[src/rtl/xif_coproc_alu_pkg.sv]
// Shared definitions for the XIF ALU coprocessor:
// opcode/funct constants, operation enum and buffer entry layout.
package xif_coproc_alu_pkg;

    localparam logic [6:0] OPC_CUSTOM0 = 7'b0001011;
    localparam logic [6:0] F7_ALU      = 7'b0000000;

    localparam logic [2:0] F3_ADD  = 3'b000;
    localparam logic [2:0] F3_SUB  = 3'b001;
    localparam logic [2:0] F3_MUL  = 3'b010;
    localparam logic [2:0] F3_XOR  = 3'b011;
    localparam logic [2:0] F3_MIN  = 3'b100;
    localparam logic [2:0] F3_MAXU = 3'b101;

    typedef enum logic [2:0] {
        OP_NONE,
        OP_ADD,
        OP_SUB,
        OP_MUL,
        OP_XOR,
        OP_MIN,
        OP_MAXU
    } op_e;

    typedef struct packed {
        logic        valid;
        logic        committed;
        logic        killed;
        logic [4:0]  rd;
        logic [31:0] data;
    } entry_t;

endpackage

[src/rtl/xif_coproc_alu_exec.sv]
// Combinational decode + execute for offloaded ALU instructions.
// Ports: instr, rs1, rs2 in; accept, data out.
// Macro XIF_COPROC_MUL_EN adds funct3 010 (MUL, low 32 bits).
module xif_coproc_alu_exec
    import xif_coproc_alu_pkg::*;
(
    input  logic [31:0] instr,
    input  logic [31:0] rs1,
    input  logic [31:0] rs2,
    output logic        accept,
    output logic [31:0] data
);

    op_e  op;
    logic unused_bits;

    // Register fields are read by the top, not here.
    assign unused_bits = ^instr[24:7];

    always_comb begin
        op = OP_NONE;
        if (instr[6:0] == OPC_CUSTOM0 && instr[31:25] == F7_ALU) begin
            case (instr[14:12])
                F3_ADD:  op = OP_ADD;
                F3_SUB:  op = OP_SUB;
                F3_XOR:  op = OP_XOR;
                F3_MIN:  op = OP_MIN;
                F3_MAXU: op = OP_MAXU;
`ifdef XIF_COPROC_MUL_EN
                F3_MUL:  op = OP_MUL;
`endif
                default: op = OP_NONE;
            endcase
        end
    end

    assign accept = (op != OP_NONE);

    always_comb begin
        data = 32'h0;
        case (op)
            OP_ADD:  data = rs1 + rs2;
            OP_SUB:  data = rs1 - rs2;
            OP_XOR:  data = rs1 ^ rs2;
            OP_MIN:  data = ($signed(rs1) < $signed(rs2)) ? rs1 : rs2;
            OP_MAXU: data = (rs1 > rs2) ? rs1 : rs2;
`ifdef XIF_COPROC_MUL_EN
            OP_MUL:  data = rs1 * rs2;
`endif
            default: data = 32'h0;
        endcase
    end

endmodule

[src/rtl/xif_coproc_alu.sv]
// XIF ALU coprocessor: executes at issue, buffers results in order,
// releases them on commit, drops them on kill.
// Ports: issue_* (offload handshake + response), commit_*,
// result_* (in-order writeback handshake); clk, rst_n (async, low).
// Macro XIF_COPROC_MUL_EN enables the MUL operation in the exec unit.
module xif_coproc_alu
    import xif_coproc_alu_pkg::*;
#(
    parameter int DEPTH      = 4,
    parameter int X_ID_WIDTH = 4
) (
    input  logic                  clk,
    input  logic                  rst_n,

    input  logic                  issue_valid,
    output logic                  issue_ready,
    input  logic [31:0]           issue_req_instr,
    input  logic [X_ID_WIDTH-1:0] issue_req_id,
    input  logic [1:0][31:0]      issue_req_rs,
    input  logic [1:0]            issue_req_rs_valid,
    output logic                  issue_resp_accept,
    output logic                  issue_resp_writeback,
    output logic                  issue_resp_dualwrite,
    output logic                  issue_resp_dualread,
    output logic                  issue_resp_loadstore,
    output logic                  issue_resp_ecswrite,
    output logic                  issue_resp_exc,

    input  logic                  commit_valid,
    input  logic [X_ID_WIDTH-1:0] commit_id,
    input  logic                  commit_kill,

    output logic                  result_valid,
    input  logic                  result_ready,
    output logic [X_ID_WIDTH-1:0] result_id,
    output logic [31:0]           result_data,
    output logic [4:0]            result_rd,
    output logic                  result_we,
    output logic                  result_exc,
    output logic [5:0]            result_exccode,
    output logic                  result_err,
    output logic                  result_dbg,
    output logic [2:0]            result_ecswe,
    output logic [5:0]            result_ecsdata
);

    localparam int PW = $clog2(DEPTH);
    localparam logic [PW:0] FULL = (PW+1)'(DEPTH);

    entry_t                ents [DEPTH];
    logic [X_ID_WIDTH-1:0] ids  [DEPTH];
    logic [PW-1:0]         head;
    logic [PW-1:0]         tail;
    logic [PW:0]           count;

    logic        accept;
    logic [31:0] exec_data;
    logic        alloc;
    logic        pop;
    logic        head_kill;
    entry_t      hd;

    xif_coproc_alu_exec u_exec (
        .instr  (issue_req_instr),
        .rs1    (issue_req_rs[0]),
        .rs2    (issue_req_rs[1]),
        .accept (accept),
        .data   (exec_data)
    );

    assign issue_resp_accept    = accept;
    assign issue_resp_writeback = accept;
    assign issue_resp_dualwrite = 1'b0;
    assign issue_resp_dualread  = 1'b0;
    assign issue_resp_loadstore = 1'b0;
    assign issue_resp_ecswrite  = 1'b0;
    assign issue_resp_exc       = 1'b0;

    // Registered count only: a pop in this cycle does not open a slot.
    assign issue_ready = rst_n
                      && (count != FULL)
                      && (issue_req_rs_valid == 2'b11);

    assign alloc = issue_valid && issue_ready && accept;

    assign hd           = ents[head];
    assign head_kill    = hd.valid && hd.killed;
    assign result_valid = hd.valid && hd.committed && !hd.killed;
    assign pop          = head_kill || (result_valid && result_ready);

    assign result_id      = ids[head];
    assign result_data    = hd.data;
    assign result_rd      = hd.rd;
    assign result_we      = (hd.rd != 5'd0);
    assign result_exc     = 1'b0;
    assign result_exccode = 6'd0;
    assign result_err     = 1'b0;
    assign result_dbg     = 1'b0;
    assign result_ecswe   = 3'd0;
    assign result_ecsdata = 6'd0;

    always_ff @(posedge clk or negedge rst_n) begin
        if (!rst_n) begin
            for (int i = 0; i < DEPTH; i++) begin
                ents[i] <= '0;
                ids[i]  <= '0;
            end
            head  <= '0;
            tail  <= '0;
            count <= '0;
        end else begin
            // Only already-valid entries match, so a commit for the
            // id being allocated this cycle is dropped.
            if (commit_valid) begin
                for (int i = 0; i < DEPTH; i++) begin
                    if (ents[i].valid && ids[i] == commit_id) begin
                        if (commit_kill) ents[i].killed    <= 1'b1;
                        else             ents[i].committed <= 1'b1;
                    end
                end
            end
            if (pop) begin
                ents[head] <= '0;
                head       <= head + PW'(1);
            end
            // Tail never equals a valid head while count < DEPTH.
            if (alloc) begin
                ents[tail] <= '{valid:     1'b1,
                                committed: 1'b0,
                                killed:    1'b0,
                                rd:        issue_req_instr[11:7],
                                data:      exec_data};
                ids[tail]  <= issue_req_id;
                tail       <= tail + PW'(1);
            end
            case ({alloc, pop})
                2'b10:   count <= count + (PW+1)'(1);
                2'b01:   count <= count - (PW+1)'(1);
                default: count <= count;
            endcase
        end
    end

endmodule

[config.mk]
export PLATFORM = sky130hd
export DESIGN_NAME = xif_coproc_alu
export DESIGN_NICKNAME = d
export VERILOG_FILES = /design/src/rtl/xif_coproc_alu_pkg.sv /design/src/rtl/xif_coproc_alu_exec.sv /design/src/rtl/xif_coproc_alu.sv
export SDC_FILE = /design/constraint.sdc
export NUM_CORES = 1
export LEC_CHECK = 0
export ABC_CLOCK_PERIOD_IN_PS = 4200
export BUFFER_PORTS_ARGS = -buffer_cell sky130_fd_sc_hd__buf_2
export CAP_MARGIN = 20
export CORE_MARGIN = 2
export CORE_UTILIZATION = 52
export DETAILED_ROUTE_END_ITERATION = 8
export PLACE_DENSITY = 0.73
export RECOVER_POWER = 25
export SKIP_LAST_GASP = 1
export SLEW_MARGIN = 40
export SYNTH_ARGS = -nofsm -noshare
export SYNTH_HDL_FRONTEND = slang
export SYNTH_SLANG_ARGS = --single-unit
[constraint.sdc]
create_clock -name clk -period 4.2 [get_ports clk]
set_clock_uncertainty 0.2 [all_clocks]
set_input_delay 0.21 -clock clk [delete_from_list [all_inputs] [get_ports clk]]
set_output_delay 0.21 -clock clk [all_outputs]
set_load 0.005 [all_outputs]
==> summary.txt, run 1 <==
GRT
  – Total global routing overflow: 0
  – GRT Total Usage: between 30% and 40%
  – First-pass GRT wire length: 66000 µm
  – Antenna violations before repair: 2
  – Largest net degree at the start of global routing: 72
  – Vias in the first global route: roughly 12000

Clocking
  – Post-CTS Setup Inserts: 0
  – CTS clock-pin slew for the worst setup and hold paths: 0.07 ns
  – Max Buffers Root-to-Sink: 2
  – Sink Count: between 150 and 200
  – Num CTS Buffers: 17
  – H-tree depth: 4
  – Root Driver: clkbuf_16
  – Clk Latency, worst-skew pair: 0.43 ns
  – CTS tree: yes

Synthesis
  – Synth Instances: 1468
  – Avg Synthesized Cell Area: just over 9 µm²
  – Synthesized flop and latch total: 183
  – Number of flops mapped to enable cells by yosys: 0
  – Post-synthesis sequential area ratio: around 34%
  – Post-synthesis async set-or-reset flop share: 100%
  – Post-synthesis cell type count: 90
  – Ys Warns: 0
  – Netlist Area Pre-Place: 13600 µm²
  – Main flop type after synthesis: dfrtp_1

Drt
  – Via Count: 12600
  – Post-route ant nets: 0
  – Vias per cell: between 6 and 7
  – DRT Pass-1 Iters: 6
  – WL per Instance: 21.8 µm
  – Initial drt markers: approximately 1300
  – DRC: 0
  – DRT Wirelength: 42500 µm

Setup path
  – Reg2Reg Depth: 10
  – Startpoint Class: input pin
  – CP Data Arrival Time: 3.94 ns
  – R2R Path End: count[2]
  – R2R Setup Slk: approximately 1.2 ns
  – FF-to-FF Start: head[1]
  – Worst EP required: 4.36 ns
  – Critical path type: in2reg
  – Crit. End Element: flip-flop
  – CP Max Fanout: 11
  – CP startpoint: issue_req_rs[0]

Outcome
  – Status: complete, but fails checks
  – Violated checks: capacitance limit, slew limit

Finish
  – Most frequent cells in the layout: 181 x dfrtp_1, 173 x nand2_1, 146 x buf_2, 123 x a22o_1, 90 x nor2_1
  – Commonest non-fill, non-tap cell in the layout: dfrtp_1
  – Share of cells above drive strength 1: between 10% and 20%
  – Post-route cell area: 15300 µm²
  – Filler cell count in the final layout: 2266
  – Syn-to-layout area delta: 13.2%
  – Nets: 1784

Floorplanning
  – Die height: 165 µm
  – Initial core utilization: a little over half
  – IO Count: 181
  – Cell row count: 59
  – Horiz. Die Dim: 165 µm
  – Die area: 27400 µm²
  – Core area: ~26000 µm²

Place
  – Port bufs: approximately 150
  – Cell Area, Placed: around 15000 µm²
  – Gp weighted congestion: 0.977
  – Dpl hpwl: 30300 µm

Timing
  – RSZ-0062 raised after global routing: false
  – Fmax: 264 MHz
  – Final slew viol count: around 120
  – Worst Tran Pin Value: 2.41 ns
  – Final Cycle Share: between 90% and 100%
  – Final min period: 3.79 ns
  – # setup viols final: 0
  – Setup TNS Final: 0 ns
  – Final hold violations: 0
  – Rel. slew slack: -60.5%

Hold path
  – Hold path depth: 4
  – Hold Path Class: in2reg
  – Min-Delay Startpoint: issue_valid
  – Hold Path Sink: tail[0]

Pwr
  – Pwr/cell area: 274 nW/µm²
  – Worst ir drop on vdd: ~0.00022 V
  – Leak: 7.38 nW

Job
  – Maxcap violations: 2
-- flip-flops by register name (all words and copies together) (netlist names) --
name   flops
ids       16
ents     160
count      3
tail       2
head       2
-- cell families (layout without fill, tap and decap cells) --
logic type / count (synthesis) / after routing / share of synthesized area [%]
flops: 183 / 183 / 33.8
mux: 69 / 69 / 9.21
compound gates: 493 / 493 / 26.9
xor+xnor: 29 / 29 / 1.87
fa+ha+maj: 75 / 75 / 7.09
simple gates: 421 / 421 / 14.6
other cells: 1 / 25 / 0.0277
buf+inv: 197 / 316 / 6.56
-- per-stage QoR --
step                      hold slack (ns)  util [%]  total power [W]  worst slack (ns)  cells
after floorplan                    -0.286         -          0.00237             0.887   1490
after global placement              0.179      56.7          0.00264             0.208   1900
after detailed placement            0.188      56.7          0.00266             0.149   1900
after CTS                          0.0865      59.4          0.00421             0.514   1944
after global routing                0.125      59.4          0.00439             0.227   1945
final                              0.0944      59.4          0.00421             0.413   1946
-- per-layer routing --
metal / share of wire [%] / global-route usage, % / vias up
met5: 0 / 0 / -
met4: 2.1 / 9.01 / 0
met3: 9.2 / 5.59 / 68
met2: 47 / 50.7 / 650
met1: 41 / 43.0 / 6185
li1: - / - / 5695
-- synthesized netlist by cell type, drive strengths merged, types with 16 or more instances --
library cell	number	area share [%]
nand2	173	4.8
clkbuf	65	1.8
nor3	23	0.89
dfrtp	183	34
nor2	90	2.5
buf	60	2.8
mux4	44	7.3
o31ai	19	1.4
a21o	16	0.89
a21oi	89	3.3
nand3	19	0.70
and2	17	0.78
a22o	123	7.9
o221ai	24	1.6
ha	72	6.6
inv	71	2.0
mux2i	22	1.6
nor2b	25	1.2
o21ai	89	3.3
-- final cells by class --
type / instances / area [µm²] / area share [%]
clock buffers: 18 / 429 / 2.80
repair buffers: 213 / 1280 / 8.37
inverters: 72 / 270 / 1.76
multi-input cells: 1110 / 8220 / 53.5
flip-flops and latches: 183 / 4580 / 29.9
diodes: 2 / 5.00 / 0.0326
clock inverters: 13 / 140 / 0.913
well taps: 335 / 419 / 2.73
-- where the power goes --
group	internal (W)	switching, W
combinational	0.000321	0.000570
sequential	0.00176	0.0000000252
clock	0.000834	0.000720
-- critical path, stage by stage --
cell and delay (ns):
buf_2 0.14, inv_1 0.07, ha_1 0.22, fa_1 0.39, and2b_4 0.28, o31ai_4 0.06
a211o_1 0.35, a211oi_4 0.44, o31ai_4 0.23, o2bb2ai_1 0.76, a222oi_1 0.16, o21ai_1 0.37
a22o_1 0.25
-- timing repair --
item / CTS / global route
endpoints found under the hold margin: 154 / 0
resized for setup: 0 / 0
hold buffers: 13 / 0
-- how the worst max path moves through the flow --
stage | to | slack (ns) | cells after the start
final | ents[99] | 0.41 | 13
after global routing | ents[99] | 0.23 | 13
after CTS | ents[99] | 0.51 | 13
after detailed placement | ents[99] | 0.15 | 13
after global placement | ents[19] | 0.21 | 13
after floorplan | ents[100] | 0.89 | 12
No activity file was read; power rests on OpenSTA's default activity.
==> inputs of run 2 (changes only) <==
--- a/config.mk
+++ b/config.mk
@@ -8,13 +8,11 @@
 export ABC_CLOCK_PERIOD_IN_PS = 4200
 export BUFFER_PORTS_ARGS = -buffer_cell sky130_fd_sc_hd__buf_2
 export CAP_MARGIN = 20
-export CORE_MARGIN = 2
-export CORE_UTILIZATION = 52
+export CORE_UTILIZATION = 51
 export DETAILED_ROUTE_END_ITERATION = 8
-export PLACE_DENSITY = 0.73
+export PLACE_DENSITY = 0.72
 export RECOVER_POWER = 25
 export SKIP_LAST_GASP = 1
-export SLEW_MARGIN = 40
 export SYNTH_ARGS = -nofsm -noshare
 export SYNTH_HDL_FRONTEND = slang
 export SYNTH_SLANG_ARGS = --single-unit
==> summary.txt, run 2 (synthesized netlist as in run 1, its figures left out) <==
Timing
  – Final Cycle Share: 86.9%
  – Worst Tran Pin Value: 1.79 ns
  – Fmax: 274 MHz
  – Final hold violations: 0
  – Min setup slack post-route: 0.549 ns
  – Setup TNS Final: 0 ns
  – Rel. slew slack: -19.4%
  – # setup viols final: 0
  – RSZ-0062 raised after global routing: false
  – Final min period: 3.65 ns
  – Final slew viol count: between 100 and 150

Floorplanning
  – Initial core utilization: 52.0%
  – IO Count: 181
  – Die height: 165 µm
  – Horiz. Die Dim: 165 µm
  – Core area: about 26000 µm²
  – Cell row count: 59
  – Die area: 27200 µm²

Place
  – Cell Area, Placed: approximately 15000 µm²
  – Port bufs: 147
  – Gp weighted congestion: 0.970
  – Dpl hpwl: just over 30000 µm
  – Pre-CTS setup slack: 0.197 ns

Pwr
  – Part of the power in registers: slightly above 40%
  – Clk pwr share: 39.2%
  – Switching power: 0.00133 W
  – Tot Pwr: approximately 0.0044 W
  – Internal power: 0.00305 W
  – Leak: 7.44 nW
  – Pwr/cell area: roughly 280 nW/µm²
  – Logic pwr share: 20.5%
  – Worst ir drop on vdd: around 0.00029 V
  – Switching Share: between 30% and 40%

Drt
  – Initial drt markers: 1150
  – DRT Wirelength: about 42000 µm
  – Post-route ant nets: 0
  – Vias per cell: 6.43
  – DRC: 0
  – Via Count: 12500
  – WL per Instance: 21.7 µm
  – DRT Pass-1 Iters: 5

Finish
  – Most flop-heavy register: ents
  – Combined area of the multi-input logic cells: 8220 µm²
  – Nets: 1786
  – Register area: 4580 µm²
  – Layout Utilization: 59.4%
  – Filler cell count in the final layout: 2269
  – Syn-to-layout area delta: 14.1%
  – Max reg flops: 160
  – Post-route cell area: 15500 µm²
  – Largest regs: ents x160, ids x16, count x3
  – Commonest non-fill, non-tap cell in the layout: dfrtp_1
  – Most frequent cells in the layout: 181 x dfrtp_1, 173 x nand2_1, 146 x buf_2, 123 x a22o_1, 90 x nor2_1
  – Share of cells above drive strength 1: 19.5%

Hold path
  – Hold Path Class: in2reg

Setup path
  – CP Max Fanout: 8
  – Crit. End Element: flip-flop
  – Worst EP required: 4.37 ns
  – Startpoint Class: input pin
  – Critical path type: in2reg
  – CP Data Arrival Time: 3.82 ns

Clocking
  – Root Driver: clkbuf_16
  – Post-cts sizing count: 0
  – Clk Latency, worst-skew pair: 0.44 ns
  – CTS clock-pin slew for the worst setup and hold paths: 0.08 ns
  – H-tree depth: 4
  – Hold_buf cts: 13
  – Max Buffers Root-to-Sink: 2
  – CTS tree: yes
  – Sink Count: 183
  – Num CTS Buffers: 17
  – Post-CTS Setup Inserts: 0

GRT
  – Antenna violations before repair: 5
  – Largest net degree at the start of global routing: 131
  – Vias in the first global route: around 12000
  – GRT Total Usage: between 30% and 40%
  – First-pass GRT wire length: around 66000 µm
  – Total global routing overflow: 0

Outcome
  – Status: complete, but fails checks
  – Violated checks: capacitance limit, slew limit

Job
  – Maxcap violations: 1
[run 2: path summary, 6_finish.rpt]
path                                  start        end  slack (ns)  cells after the start
hold / removal             issue_req_rs[27]  ents[147]        0.08                      4
min in group asynchronous             rst_n   ents[62]        0.13                      2
setup reg to reg                    head[0]    ents[9]        1.26                      7
hold reg to reg                    count[2]   count[2]        0.28                      1
max in group asynchronous             rst_n    head[0]        1.35                      3
setup / recovery            issue_req_rs[0]   ents[61]        0.55                     14
[run 2: through the flow]
stage | hold slack (ns) | cells
floorplan | -0.286 | 1490
global placement | -0.00139 | 1902
detailed placement | 0.00351 | 1902
CTS | 0.0489 | 1947
global route | 0.0690 | 1949
finish | 0.0756 | 1950
[run 2: per-layer routing]
metal	share of wire (%)	up-vias	global-route usage (%)
met4	2.8	4	12.1
met3	7.8	92	4.92
met2	47	592	51.4
met5	0.050	-	0
li1	-	5676	-
met1	43	6169	42.8
[run 2: layout make-up]
class	instances	area share [%]
inverter	72	1.75
timing repair buffer	215	8.63
clock inverter	15	1.36
antenna	3	0.0485
tap	335	2.71
sequential	183	29.6
multi-input combinational	1110	53.1
clock buffer	17	2.75
[run 2: worst max-delay path: stages]
cell       delay (ns)
buf_2            0.11
inv_1            0.05
ha_1             0.21
fa_1             0.39
and2b_4          0.28
o31ai_4          0.06
a211o_1          0.36
a211oi_4         0.44
o31ai_4          0.15
o2bb2ai_1        0.53
buf_4            0.28
a22oi_1          0.10
o21ai_0          0.37
a22o_1           0.26
[run 2: power groups by stage]
stage	sequential (W)	combinational, W	clock (W)
global route	0.00176	0.000979	0.00181
floorplan	0.00180	0.000577	0
finish	0.00176	0.000898	0.00172
CTS	0.00176	0.000879	0.00174
detailed placement	0.00180	0.000865	0
global placement	0.00180	0.000857	0
==> inputs of run 3 (changes only) <==
--- a/config.mk
+++ b/config.mk
@@ -8,9 +8,10 @@
 export ABC_CLOCK_PERIOD_IN_PS = 4200
 export BUFFER_PORTS_ARGS = -buffer_cell sky130_fd_sc_hd__buf_2
 export CAP_MARGIN = 20
+export CORE_ASPECT_RATIO = 0.9
 export CORE_UTILIZATION = 51
 export DETAILED_ROUTE_END_ITERATION = 8
-export PLACE_DENSITY = 0.72
+export PLACE_DENSITY_LB_ADDON = 0.1
 export RECOVER_POWER = 25
 export SKIP_LAST_GASP = 1
 export SYNTH_ARGS = -nofsm -noshare
==> summary.txt, run 3 (synthesized netlist as in run 1, its figures left out) <==
Outcome
  – Status: complete, but fails checks
  – Violated checks: capacitance limit, slew limit

Finish
  – Nets: 1792
  – Filler cell count in the final layout: 2355
  – Most flop-heavy register: ents
  – Share of cells above drive strength 1: 19.6%
  – Number of diodes: 0
  – Commonest non-fill, non-tap cell in the layout: dfrtp_1
  – Largest regs: ents x160, ids x16, count x3
  – Post-route cell area: 15400 µm²
  – Register area: 4580 µm²
  – Combined area of the multi-input logic cells: 8220 µm²
  – Most frequent cells in the layout: 181 x dfrtp_1, 173 x nand2_1, 146 x buf_2, 123 x a22o_1, 90 x nor2_1
  – Max reg flops: 160
  – Syn-to-layout area delta: 13.5%

Setup path
  – Worst Path Buf+Inv: 1
  – Crit. End Element: flip-flop
  – Crit path top cell by count: a31oi_1
  – R2R Setup Slk: 1.30 ns
  – Worst EP required: 4.31 ns
  – Cell family with most CP delay: compound AO/OA/AOI/OAI gates
  – Slowest cell delay on critical path: approximately 0.55 ns
  – CP max-delay cell: o31ai_2
  – CP Max Fanout: 4
  – Critical path type: in2reg
  – Startpoint Class: input pin
  – Worst-path cell chain: buf_2 -> ha_1 -> fa_1 -> nor2b_1 -> o21ai_0 -> a31oi_1 -> o31ai_2 -> o22ai_1 -> a31oi_1 -> mux2i_1 -> o211ai_1 -> a22o_1
  – CP Data Arrival Time: about 3.7 ns

Floorplanning
  – Core area: between 20000 and 30000 µm²
  – Cell row count: 56
  – Die height: 157 µm
  – Initial core utilization: 52.0%
  – Horiz. Die Dim: 174 µm
  – Die area: 27200 µm²
  – IO Count: about 180

Timing
  – Setup TNS Final: 0 ns
  – Final slew viol count: 86
  – # setup viols final: 0
  – Final min period: approximately 3.6 ns
  – Final hold violations: 0
  – Rel. slew slack: -72.3%
  – RSZ-0062 raised after global routing: false
  – Final Cycle Share: 85.2%
  – Worst Tran Pin Value: 2.58 ns
  – Fmax: 279 MHz

Drt
  – Initial drt markers: between 1000 and 1500
  – DRC: 0
  – Via Count: 12600
  – WL per Instance: 21.8 µm
  – Post-route ant nets: 0
  – DRT Pass-1 Iters: 5
  – DRT Wirelength: 42800 µm
  – Vias per cell: between 6 and 7

Pwr
  – Logic pwr share: between 20% and 30%
  – Switching Share: 31.1%
  – Worst ir drop on vdd: 0.000274 V
  – Part of the power in registers: 42.1%
  – Clk pwr share: 36.5%
  – Leak: 7.41 nW
  – Internal power: just under 0.003 W
  – Switching power: 0.00130 W
  – Pwr/cell area: 272 nW/µm²
  – Tot Pwr: 0.00418 W

Place
  – Port bufs: 147
  – Gp weighted congestion: 0.957
  – Cell Area, Placed: 14700 µm²
  – Dpl hpwl: ~30000 µm

Hold path
  – Hold Path Class: in2async

Clocking
  – Clk Latency, worst-skew pair: approximately 0.43 ns
  – CTS clock-pin slew for the worst setup and hold paths: 0.07 ns
  – H-tree depth: 4
  – CTS tree: yes
  – Post-CTS Setup Inserts: 0
  – Num CTS Buffers: 17
  – Sink Count: 183
  – Root Driver: clkbuf_16
  – Max Buffers Root-to-Sink: 2

GRT
  – First-pass GRT wire length: 66700 µm
  – GRT Total Usage: 31.6%
  – Largest net degree at the start of global routing: 63
  – Antenna violations before repair: 0
  – Vias in the first global route: 11800
  – Total global routing overflow: 0

Job
  – Maxcap violations: 2
[run 3: routing by layer]
layer,track usage (%),wire (µm)
met1,46.7,19200
met4,11.0,1370
met3,5.34,3730
met5,0,0
met2,46.3,18500
[run 3: layout make-up]
class | count | share of cell area (%)
clock inverters | 13 | 0.740
clock buffers | 19 | 2.88
well taps | 348 | 2.83
flip-flops and latches | 183 | 29.8
inverters | 72 | 1.76
repair buffers | 221 | 8.59
multi-input cells | 1110 | 53.4
[run 3: path summary, 6_finish.rpt]
path	from	to	depth (start not counted)
max in group asynchronous	rst_n	ents[86]	3
worst min-delay path	rst_n	ents[14]	2
worst max register to register	head[0]	ents[120]	6
min in group clk	issue_req_rs[16]	ents[136]	3
worst max-delay path	issue_req_rs[0]	ents[68]	12
worst min register to register	count[2]	count[2]	1
[run 3: power by group through the flow]
| stage | clock, W | combinational [W] | sequential [W] |
|---|---|---|---|
| final | 0.00153 | 0.000897 | 0.00176 |
| after floorplan | 0 | 0.000577 | 0.00180 |
| after global routing | 0.00162 | 0.000980 | 0.00176 |
| after CTS | 0.00154 | 0.000878 | 0.00176 |
| after detailed placement | 0 | 0.000864 | 0.00180 |
| after global placement | 0 | 0.000855 | 0.00180 |
[run 3: what timing repair did]
action / 4_1_cts / 5_1_grt
endpoints found under the hold margin: 84 / 0
gates resized for setup: 0 / 0
setup endpoints to repair: 0 / 0
hold buffers: 13 / 0
[run 3: per-stage QoR]
stage / hold slack [ns] / utilization, % / worst slack [ns] / instances
finish: 0.0937 / 59.0 / 0.620 / 1966
global route: 0.126 / 59.0 / 0.329 / 1966
CTS: 0.0969 / 59.1 / 0.703 / 1966
detailed placement: -0.0578 / 56.4 / 0.259 / 1921
global placement: -0.0599 / 56.4 / 0.309 / 1921
floorplan: -0.286 / - / 0.887 / 1490
